## config.mk

```make
export PLATFORM = sky130hd
export DESIGN_NAME = alu_seq
export DESIGN_NICKNAME = d
export VERILOG_FILES = /design/src/rtl/alu_pkg.sv /design/src/rtl/alu_iter_muldiv.sv /design/src/rtl/alu_seq.sv
export SDC_FILE = /design/constraint.sdc
export NUM_CORES = 1
export LEC_CHECK = 0
export BUFFER_PORTS_ARGS = -buffer_cell sky130_fd_sc_hd__buf_2
export CAP_MARGIN = 20
export CORE_ASPECT_RATIO = 1.75
export CORE_MARGIN = 4
export CORE_UTILIZATION = 50
export DETAILED_ROUTE_END_ITERATION = 8
export PLACE_DENSITY = 0.7
export RECOVER_POWER = 100
export SLEW_MARGIN = 10
export SYNTH_ARGS = -nofsm -noshare
export SYNTH_HDL_FRONTEND = slang
export SYNTH_HIERARCHICAL = 1
export SYNTH_SLANG_ARGS = --single-unit
```

## constraint.sdc

```tcl
create_clock -name clk -period 6.92 [get_ports clk]
set_clock_uncertainty 0.1 [all_clocks]
set_input_delay 1.384 -clock clk [delete_from_list [all_inputs] [get_ports clk]]
set_output_delay 1.384 -clock clk [all_outputs]
set_load 0.02 [all_outputs]
```

## src/rtl/alu_pkg.sv

```systemverilog
// alu_pkg: opcodes, forwarding selects and FSM states shared by the execute-stage ALU
package alu_pkg;
  localparam logic [3:0] OP_AND  = 4'b0000;
  localparam logic [3:0] OP_OR   = 4'b0001;
  localparam logic [3:0] OP_ADD  = 4'b0010;
  localparam logic [3:0] OP_SUB  = 4'b0110;
  localparam logic [3:0] OP_SLT  = 4'b0111;
  localparam logic [3:0] OP_NOR  = 4'b1100;
  localparam logic [3:0] OP_MUL  = 4'b1000;
  localparam logic [3:0] OP_DIVU = 4'b1001;
  localparam logic [1:0] FWD_REG   = 2'b00;
  localparam logic [1:0] FWD_EXMEM = 2'b10;
  localparam logic [1:0] FWD_MEMWB = 2'b01;
  typedef enum logic [1:0] {IDLE, MUL, DIV, DONE} state_t;
endpackage

```

## src/rtl/alu_iter_muldiv.sv

```systemverilog
// alu_iter_muldiv: one-bit-per-cycle unsigned shift-add multiplier / restoring divider
//   start_i/mode_i (0 mul, 1 div) load a_i/b_i; done_o is high during the last step;
//   lo_o/hi_o: product low/high, or quotient/remainder, valid after done_o
module alu_iter_muldiv #(
  parameter int WIDTH = 32
) (
  input  logic             clk,
  input  logic             rst,
  input  logic             start_i,
  input  logic             mode_i,
  input  logic [WIDTH-1:0] a_i,
  input  logic [WIDTH-1:0] b_i,
  output logic             done_o,
  output logic [WIDTH-1:0] lo_o,
  output logic [WIDTH-1:0] hi_o
);
  localparam int CW = $clog2(WIDTH);
  logic [WIDTH-1:0] lo_q, hi_q, b_q;
  logic [CW-1:0] cnt_q;
  logic busy_q, div_q, div_ge;
  logic [WIDTH:0] mul_sum, div_sh, div_diff;
  // lo holds the multiplier (mul) or dividend bits shifting into the remainder (div)
  assign mul_sum  = {1'b0, hi_q} + (lo_q[0] ? {1'b0, b_q} : '0);
  assign div_sh   = {hi_q, lo_q[WIDTH-1]};
  assign div_diff = div_sh - {1'b0, b_q};
  assign div_ge   = div_sh >= {1'b0, b_q};
  assign done_o   = busy_q && cnt_q == CW'(WIDTH - 1);
  assign lo_o     = lo_q;
  assign hi_o     = hi_q;
  always_ff @(posedge clk or posedge rst) begin
    if (rst) begin
      lo_q   <= '0;
      hi_q   <= '0;
      b_q    <= '0;
      cnt_q  <= '0;
      busy_q <= 1'b0;
      div_q  <= 1'b0;
    end else if (start_i) begin
      lo_q   <= a_i;
      hi_q   <= '0;
      b_q    <= b_i;
      cnt_q  <= '0;
      busy_q <= 1'b1;
      div_q  <= mode_i;
    end else if (busy_q) begin
      cnt_q  <= cnt_q + 1'b1;
      busy_q <= !done_o;
      if (div_q) begin
        hi_q <= div_ge ? div_diff[WIDTH-1:0] : div_sh[WIDTH-1:0];
        lo_q <= {lo_q[WIDTH-2:0], div_ge};
      end else begin
        {hi_q, lo_q} <= {mul_sum, lo_q[WIDTH-1:1]};
      end
    end
  end
endmodule

```

## src/rtl/alu_seq.sv

```systemverilog
// alu_seq: registered execute-stage ALU with forwarding, imm sign-extension and iterative MUL/DIVU
//   in_valid/in_ready: accept handshake; out_valid: one-cycle result pulse
//   result/result_hi/zero/illegal/store_data: registered outputs, held between pulses
module alu_seq
  import alu_pkg::*;
#(
  parameter int WIDTH     = 32,
  parameter int IMM_WIDTH = 16,
  parameter bit MULDIV_EN = 1'b1
) (
  input  logic                 clk,
  input  logic                 rst,
  input  logic                 in_valid,
  output logic                 in_ready,
  input  logic [3:0]           alu_op,
  input  logic                 alu_src,
  input  logic [WIDTH-1:0]     rs_data,
  input  logic [WIDTH-1:0]     rt_data,
  input  logic [IMM_WIDTH-1:0] imm,
  input  logic [WIDTH-1:0]     ex_mem_fwd,
  input  logic [WIDTH-1:0]     mem_wb_fwd,
  input  logic [1:0]           fwd_a_sel,
  input  logic [1:0]           fwd_b_sel,
  output logic                 out_valid,
  output logic [WIDTH-1:0]     result,
  output logic [WIDTH-1:0]     result_hi,
  output logic                 zero,
  output logic [WIDTH-1:0]     store_data,
  output logic                 illegal
);
  state_t state_q, state_d;
  logic [WIDTH-1:0] op_a, rt_path, op_b, alu_res, md_lo, md_hi;
  logic [WIDTH-1:0] result_q, result_d, hi_q, hi_d, store_q, store_d;
  logic zero_q, zero_d, ill_q, ill_d, valid_q, valid_d;
  logic is_md, alu_ill, md_start, md_done;
  assign op_a    = fwd_a_sel == FWD_EXMEM ? ex_mem_fwd : fwd_a_sel == FWD_MEMWB ? mem_wb_fwd : rs_data;
  assign rt_path = fwd_b_sel == FWD_EXMEM ? ex_mem_fwd : fwd_b_sel == FWD_MEMWB ? mem_wb_fwd : rt_data;
  assign op_b    = alu_src ? WIDTH'($signed(imm)) : rt_path;
  assign is_md   = MULDIV_EN && (alu_op == OP_MUL || alu_op == OP_DIVU);
  assign alu_res = alu_op == OP_AND ? op_a & op_b :
                   alu_op == OP_OR  ? op_a | op_b :
                   alu_op == OP_ADD ? op_a + op_b :
                   alu_op == OP_SUB ? op_a - op_b :
                   alu_op == OP_SLT ? WIDTH'($signed(op_a) < $signed(op_b)) :
                   alu_op == OP_NOR ? ~(op_a | op_b) : '0;
  assign alu_ill = !is_md && !(alu_op inside {OP_AND, OP_OR, OP_ADD, OP_SUB, OP_SLT, OP_NOR});
  assign in_ready   = state_q == IDLE;
  assign out_valid  = valid_q;
  assign result     = result_q;
  assign result_hi  = hi_q;
  assign zero       = zero_q;
  assign store_data = store_q;
  assign illegal    = ill_q;
  alu_iter_muldiv #(.WIDTH(WIDTH)) u_muldiv (
    .clk    (clk),
    .rst    (rst),
    .start_i(md_start),
    .mode_i (alu_op == OP_DIVU),
    .a_i    (op_a),
    .b_i    (op_b),
    .done_o (md_done),
    .lo_o   (md_lo),
    .hi_o   (md_hi)
  );
  always_comb begin
    state_d  = state_q;
    result_d = result_q;
    hi_d     = hi_q;
    zero_d   = zero_q;
    ill_d    = ill_q;
    store_d  = store_q;
    valid_d  = 1'b0;
    md_start = 1'b0;
    if (state_q == IDLE && in_valid) begin
      store_d = rt_path;
      if (is_md) begin
        md_start = 1'b1;
        state_d  = alu_op == OP_MUL ? MUL : DIV;
      end else begin
        result_d = alu_res;
        hi_d     = '0;
        zero_d   = alu_res == '0;
        ill_d    = alu_ill;
        valid_d  = 1'b1;
      end
    end else if ((state_q == MUL || state_q == DIV) && md_done) begin
      state_d = DONE;
    end else if (state_q == DONE) begin
      state_d  = IDLE;
      result_d = md_lo;
      hi_d     = md_hi;
      zero_d   = md_lo == '0;
      ill_d    = 1'b0;
      valid_d  = 1'b1;
    end
  end
  always_ff @(posedge clk or posedge rst) begin
    if (rst) begin
      state_q  <= IDLE;
      result_q <= '0;
      hi_q     <= '0;
      zero_q   <= 1'b0;
      ill_q    <= 1'b0;
      store_q  <= '0;
      valid_q  <= 1'b0;
    end else begin
      state_q  <= state_d;
      result_q <= result_d;
      hi_q     <= hi_d;
      zero_q   <= zero_d;
      ill_q    <= ill_d;
      store_q  <= store_d;
      valid_q  <= valid_d;
    end
  end
endmodule
```

==> impl_metrics.tcl, run 1 <==
set metrics [dict create \
    status "finished, violations left" \
    failed_checks "max-capacitance violations, max-slew violations" \
    placement.io_buffers 255 \
    clk_transition_reported_paths_ns 0.06 \
    detailedPlacementHpwl_mm 80.1 \
    synth-async-reset-ratio 1.00 \
    detail_route.wl_per_cell_um 29.3 \
    worst-r2r-cell-count 9 \
    die_y_um 277 \
    final-max-slew-violation-count 590 \
    drt_drc_violations_left 0 \
    h-tree-depth 1 \
    total_clock_buffers_created_by_cts 23 \
    yosysUniqueCellTypes 103 \
    ys.warnings.count 6 \
    rrSetupSlack_ns 0.72 \
    design.portCount 256 \
    portion_of_the_post_synthesis_area_used_by_sequential_elements 0.247 \
    timing.final.hold_violations 0 \
    cpMaxStageDelayCell "sky130_fd_sc_hd__a2111oi_0" \
    maximum_ir_drop_on_the_vdd_rail_mv 0.294 \
    area_of_the_mapped_netlist_um2 20700 \
    crit_path_end_kind "register" \
    holdCritPathClass "register to register" \
    worstSetupEndpoint "zero" \
    dr.first_iter.drc_count 2584 \
    nets 3249 \
    setup.worst_path.start "fwd_a_sel[0]" \
    ctsResizeCount 0 \
    drv.max_cap_violation_count 11 \
    grt_setup_unrepaired "false" \
    slew-limit-headroom -1.44 \
    placement_rows 98 \
    final.period_utilization 0.958 \
    leakage_uw 0.0102 \
    cts_num_sinks 204 \
    timing.critical_path.slowest_cell_delay_ns 0.99 \
    worst-slew-pin-transition_ns 3.67 \
    clock_tree.root_cell "sky130_fd_sc_hd__clkbuf_16" \
    grt_start_max_net_pins 95 \
    timing_worst_setup_path_type "input pin to register" \
    tritoncts "built" \
    gr-usage-all-layers 0.439 \
    cts-root-to-sink-buffers 3 \
    first_global_vias 23100 \
    floorplan.die_area_um2 44800 \
    floorplan.initialDensity 0.507 \
    syn_to_final_growth_pct 11.6 \
    worstSetupStartpointType "input pin" \
    maxClockFrequency_mhz 151 \
    synth.top_cell.area_share 0.247 \
    synthDominantAreaCellType "sky130_fd_sc_hd__dfrtp_1" \
    netlist_instances 2738 \
    antenna_violating_nets_remaining 0 \
    critPathMaxFanout 12 \
    cts.hold.buffers_added 0 \
    post_route_cells_drive_above_1_share 0.120 \
    cts.repair_timing.setup_buffer_count 0 \
    post-route-util 0.566 \
    gp_congestion 1.13 \
    grt_overflow 0 \
    main_area_contributors_after_synthesis "sky130_fd_sc_hd__dfrtp_1, sky130_fd_sc_hd__ha_1, sky130_fd_sc_hd__o21ai_0" \
    worstSkewPairLatency_ns 0.55 \
    die_x_um 162 \
    timing.critical_path.cells "buf_2, nand2b_1, nand2_1, buf_4, o21ai_0, inv_1, ha_1, a211o_1, a2111oi_0, nor3_1, a311oi_1, o221ai_1, a22oi_1, nand4_1, nor4_1, nand4_1, o21ai_1" \
    final_common_cell "sky130_fd_sc_hd__nand2_1" \
    dr.pass1.iters 7 \
    cp_data_arrival_time_ns 7.00 \
    cp_common_cell "sky130_fd_sc_hd__nand4_1" \
    detail_route.vias_per_cell 6.62 \
    regToRegEndpoint "zero" \
    report.final.setup_viol 0 \
    ys_ff_latch 204 \
    grt_first_pass_wirelength_mm 148 \
    synth_enable_flop_cells 0 \
    worst_ep_required_time_ns 7.29 \
    power_density_nw_per_um2 420 \
    design_power_total_uw 9700 \
    num_vias 23100 \
    core_area_um2 40800 \
    worstReg2RegStart "state_q[0]" \
    avgSynthCellArea_um2 7.56 \
    layout_min_cycle_time_ns 6.63 \
    setup-tns-final_ns 0 \
    routed_wirelength_mm 102 \
    synthFlopType "sky130_fd_sc_hd__dfrtp_1" \
    number_of_antenna_violations_at_the_first_check_in_global_routing 3 \
    mostFrequentLayoutCells "sky130_fd_sc_hd__nand2_1, sky130_fd_sc_hd__o21ai_0, sky130_fd_sc_hd__dfrtp_1, sky130_fd_sc_hd__a21oi_1, sky130_fd_sc_hd__nor2_1" \
    syn-num-nets 3062 \
]
[metrics by stage]
stage               hold slack [ns]  setup WS (ns)  instance area, µm²  std cells
detailed placement            0.364      -0.000876               22600       3449
global placement              0.356       -0.00520               22600       3448
finish                        0.378          0.289               23100       3492
global route                  0.391          0.173               23100       3490
CTS                           0.379          0.566               23300       3488
floorplan                     0.393           1.27               20700       2738
[per-layer routing]
metal	wire (µm)	global-route usage	part of all wire
met5	14	0	0.00014
met4	13000	0.427	0.13
met3	7540	0.0886	0.074
met2	49100	0.744	0.48
met1	32600	0.437	0.32
[how the worst min path moves through the flow]
| stage | startpoint | endpoint | slack [ns] | depth (start not counted) |
|---|---|---|---|---|
| final | result_hi[22] | result_hi[22] | 0.38 | 2 |
| after detailed placement | store_data[2] | store_data[2] | 0.36 | 2 |
| after global placement | result_hi[5] | result_hi[5] | 0.36 | 2 |
| after CTS | store_data[2] | store_data[2] | 0.38 | 2 |
| after floorplan | u_muldiv/cnt_q[4] | u_muldiv/cnt_q[4] | 0.39 | 2 |
| after global routing | result_hi[22] | result_hi[22] | 0.39 | 2 |
[flip-flops by register name, indices dropped and copies added, names as in the netlist]
| name | count |
|---|---|
| result | 32 |
| result_hi | 32 |
| store_data | 32 |
| u_muldiv/b_q | 32 |
| u_muldiv/hi_o | 32 |
| u_muldiv/lo_o | 32 |
| u_muldiv/cnt_q | 5 |
| state_q | 2 |
| illegal | 1 |
| out_valid | 1 |
| u_muldiv/busy_q | 1 |
| u_muldiv/div_q | 1 |
| zero | 1 |
[worst max-delay path, delay by kind of cell]
| family | cells | cell delay [ns] |
|---|---|---|
| simple gates | 6 | 1.48 |
| fa+ha+maj | 1 | 0.42 |
| compound gates | 7 | 2.95 |
| buf+inv | 3 | 0.76 |
[report_power, final]
part / leakage, µW / switching [µW] / internal, µW
Clock: 0.000332 / 525 / 662
Combinational: 0.00740 / 3990 / 2300
Sequential: 0.00247 / 528 / 1700
Total: 0.0102 / 5040 / 4660
[layout make-up]
cell class,instances,area [µm²]
Fill cell,4016,17700
Multi-Input combinational cell,2203,14300
Sequential cell,204,5110
Timing Repair Buffer,336,1730
Tap cell,550,688
Clock buffer,33,623
Inverter,157,592
Clock inverter,6,61.3
Antenna cell,3,7.51
[cell usage after synthesis (all sizes together), types with 7 or more instances]
cell and n:
o22ai 18, o211ai 31, nand2b 20, and3 22, a2111oi 10, mux2i 89
or2 12, a21oi 172, a221oi 11, buf 45, nor4 21, dfrtp 204
nor2 170, o21ai 369, o22a 36, nor2b 22, nand2 414, xnor2 40
a311oi 13, or3 9, nand3b 8, a211o 8, a31o 8, a22oi 12
a31oi 23, o2111ai 7, mux2 41, or4 9, o21a 59, inv 156
ha 164, a211oi 35, and2 51, o21bai 13, clkbuf 129, a21o 39
nand4 18, o221ai 8, xor2 28, o31ai 24, nand3 41, a221o 10
nor3 44
[cells by family after synthesis]
logic type               after synthesis  share of synthesized area
AO/OA/AOI/OAI                        959                      0.297
buffers and inverters                331                     0.0637
multiplexers                         130                     0.0654
XOR/XNOR                              68                     0.0288
AND/OR/NAND/NOR                      878                      0.196
flip-flops                           204                      0.247
adder cells (fa/ha/maj)              168                      0.103
(Power assumes the default switching activity.)
==> run 2: changes to the inputs <==
--- a/config.mk
+++ b/config.mk
@@ -6,4 +6,5 @@
 export NUM_CORES = 1
 export LEC_CHECK = 0
+export ABC_AREA = 1
 export BUFFER_PORTS_ARGS = -buffer_cell sky130_fd_sc_hd__buf_2
 export CAP_MARGIN = 20
--- a/constraint.sdc
+++ b/constraint.sdc
@@ -3,3 +3,3 @@
 set_input_delay 1.384 -clock clk [delete_from_list [all_inputs] [get_ports clk]]
 set_output_delay 1.384 -clock clk [all_outputs]
-set_load 0.02 [all_outputs]
+set_load 0.05 [all_outputs]
==> impl_metrics.tcl, run 2 <==
set metrics [dict create \
    status "finished, violations left" \
    failed_checks "max-capacitance violations, max-slew violations" \
    worstReg2RegStart "state_q[0]" \
    placement.io_buffers 255 \
    worst-r2r-cell-count 8 \
    grt_setup_unrepaired "false" \
    post_route_cells_drive_above_1_share 0.0722 \
    floorplan.die_area_um2 48000 \
    timing.critical_path.slowest_cell_delay_ns 2.69 \
    cp_data_arrival_time_ns 6.25 \
    drv.max_cap_violation_count 9 \
    post_dp_cell_area_um2 23900 \
    total_clock_buffers_created_by_cts 23 \
    holdCritPathClass "register to register" \
    nets 4295 \
    grt_first_pass_wirelength_mm 134 \
    yosysUniqueCellTypes 51 \
    detail_route.vias_per_cell 5.47 \
    grt_overflow 0 \
    layout_min_cycle_time_ns 5.98 \
    antenna_violating_nets_remaining 0 \
    cts_num_sinks 204 \
    power_density_nw_per_um2 470 \
    post_synth_most_frequent_cells "sky130_fd_sc_hd__nand2_1, sky130_fd_sc_hd__inv_1, sky130_fd_sc_hd__o21ai_0, sky130_fd_sc_hd__nor2_1, sky130_fd_sc_hd__nand3_1" \
    timing.critical_path.cells "clkbuf_1, nand2_4, clkbuf_1, nand3_1, nand2_4, clkbuf_2, o21ai_0" \
    die_y_um 287 \
    synth.most_common_cell "sky130_fd_sc_hd__nand2_1" \
    first_global_vias 24600 \
    crit_path_end_kind "register" \
    clock_tree.root_cell "sky130_fd_sc_hd__clkbuf_16" \
    setup-tns-final_ns 0 \
    leakage_uw 0.0136 \
    syn_to_final_growth_pct 10.7 \
    final.period_utilization 0.864 \
    gp_congestion 1.06 \
    drt_drc_violations_left 0 \
    finish.instance_area_um2 24600 \
    die_x_um 167 \
    floorplan.initialDensity 0.508 \
    cts-root-to-sink-buffers 3 \
    hold-path-cell-count 2 \
    regToRegEndpoint "result[16]" \
    num_vias 24900 \
    dr.first_iter.drc_count 1736 \
    cpMaxStageDelayCell "sky130_fd_sc_hd__clkbuf_1" \
    main_area_contributors_after_synthesis "sky130_fd_sc_hd__dfrtp_1, sky130_fd_sc_hd__nand2_1, sky130_fd_sc_hd__inv_1" \
    ctsResizeCount 0 \
    placed_cells 4512 \
    mostFrequentLayoutCells "sky130_fd_sc_hd__nand2_1, sky130_fd_sc_hd__inv_1, sky130_fd_sc_hd__o21ai_0, sky130_fd_sc_hd__nor2_1, sky130_fd_sc_hd__nand3_1" \
    synthDominantAreaCellType "sky130_fd_sc_hd__dfrtp_1" \
    detailedPlacementHpwl_mm 72.0 \
    routed_wirelength_mm 87.6 \
    maximum_ir_drop_on_the_vdd_rail_mv 0.263 \
    avgSynthCellArea_um2 5.86 \
    slew-limit-headroom -1.54 \
    placement_rows 101 \
    syn-num-nets 4114 \
    pre_cts_slack_ns 0.768 \
    h-tree-depth 1 \
    grt_start_max_net_pins 93 \
    gr-usage-all-layers 0.355 \
    ys.warnings.count 6 \
    hp-start "result_hi[6]" \
    worstSetupStartpointType "input pin" \
    synthFlopType "sky130_fd_sc_hd__dfrtp_1" \
    netlist_instances 3790 \
    hold_path_end "result_hi[6]" \
    number_of_antenna_violations_at_the_first_check_in_global_routing 0 \
    finalWorstSetupSlack_ns 0.942 \
    antenna-diode-count 0 \
    core_area_um2 43700 \
    dr.pass1.iters 9 \
    area_of_the_mapped_netlist_um2 22200 \
    tritoncts "built" \
    report.final.setup_viol 0 \
    critPathMaxFanout 92 \
    synth.top_cell.area_share 0.230 \
    portion_of_the_post_synthesis_area_used_by_sequential_elements 0.230 \
    ys_ff_latch 204 \
    timing.final.hold_violations 0 \
    post-route-util 0.562 \
    synth_enable_flop_cells 0 \
    cts.hold.buffers_added 0 \
    cts.repair_timing.setup_buffer_count 0 \
    timing_worst_setup_path_type "input pin to register" \
    worst-slew-pin-transition_ns 3.81 \
    detail_route.wl_per_cell_um 19.2 \
    clk_transition_reported_paths_ns 0.06 \
    worst_ep_required_time_ns 7.20 \
    final-max-slew-violation-count 434 \
    design.portCount 256 \
    maxClockFrequency_mhz 167 \
    final_common_cell "sky130_fd_sc_hd__nand2_1" \
    final_cells 4554 \
    worstSkewPairLatency_ns 0.55 \
    fillers 4780 \
    synth-async-reset-ratio 1.00 \
    rrSetupSlack_ns 1.22 \
]
## run 2: cell count changes in the layout (fill, tap and decap cells not counted), sizes merged, moves of 34 or more
cell | before | now
o22a | 36 | 0
a21o | 39 | 5
nand4 | 18 | 55
inv | 155 | 648
mux2i | 89 | 0
nor2 | 170 | 315
nand3 | 41 | 255
mux2 | 41 | 0
a211oi | 35 | 0
o21ai | 369 | 329
o21a | 59 | 4
buf | 224 | 177
nand2 | 414 | 1294
and2 | 51 | 5
## run 2: how the worst max path moves through the flow
stage | startpoint | to | slack [ns] | cells past startpoint
4_1_cts | fwd_b_sel[0] | zero | 1.33 | 29
2_1_floorplan | fwd_a_sel[1] | zero | 2.37 | 25
6_report | in_valid | result[16] | 0.94 | 7
3_5_place_dp | fwd_b_sel[0] | zero | 0.77 | 29
3_3_place_gp | fwd_b_sel[0] | zero | 0.85 | 29
5_1_grt | in_valid | result[17] | 0.46 | 7
## run 2: critical path, delay by kind of cell
kind                   cells  cell delay, ns
AO/OA/AOI/OAI              1            0.21
buffers and inverters      3            3.54
AND/OR/NAND/NOR            3            1.06
## run 2: cell families after synthesis
family,Yosys count,synth area share
and+or+nand+nor,1990,0.371
buffers and inverters,784,0.138
AOI/OAI and AO/OA,618,0.155
DFF,204,0.230
adders and majority gates,168,0.0960
xor gates and xnor gates,26,0.0103
## run 2: final cells by class
class                           instances  area (µm²)  share of cell area
Tap cell                              566         708              0.0288
Multi-Input combinational cell       2802       14100               0.572
Timing Repair Buffer                  289        1380              0.0563
Clock inverter                         13         259              0.0105
Inverter                              651        2450              0.0995
Sequential cell                       204        5110               0.208
Clock buffer                           29         618              0.0251
## run 2: routing by layer
layer  GRT usage  part of all wire
met5           0                 0
met4       0.289              0.10
met3      0.0391             0.051
met2       0.644              0.50
met1       0.363              0.35
## run 2: through the flow
step	hold slack, ns	power [µW]
detailed placement	0.367	10000
floorplan	0.333	7890
global route	0.400	12500
CTS	0.384	11500
global placement	0.360	9980
finish	0.382	11600
## run 2: power breakdown
group	total [µW]	leakage, µW	switching (µW)	internal [µW]
logic	7810	0.0107	5570	2240
clock network	1440	0.000427	546	899
registers	2300	0.00251	529	1770
total	11600	0.0136	6650	4910
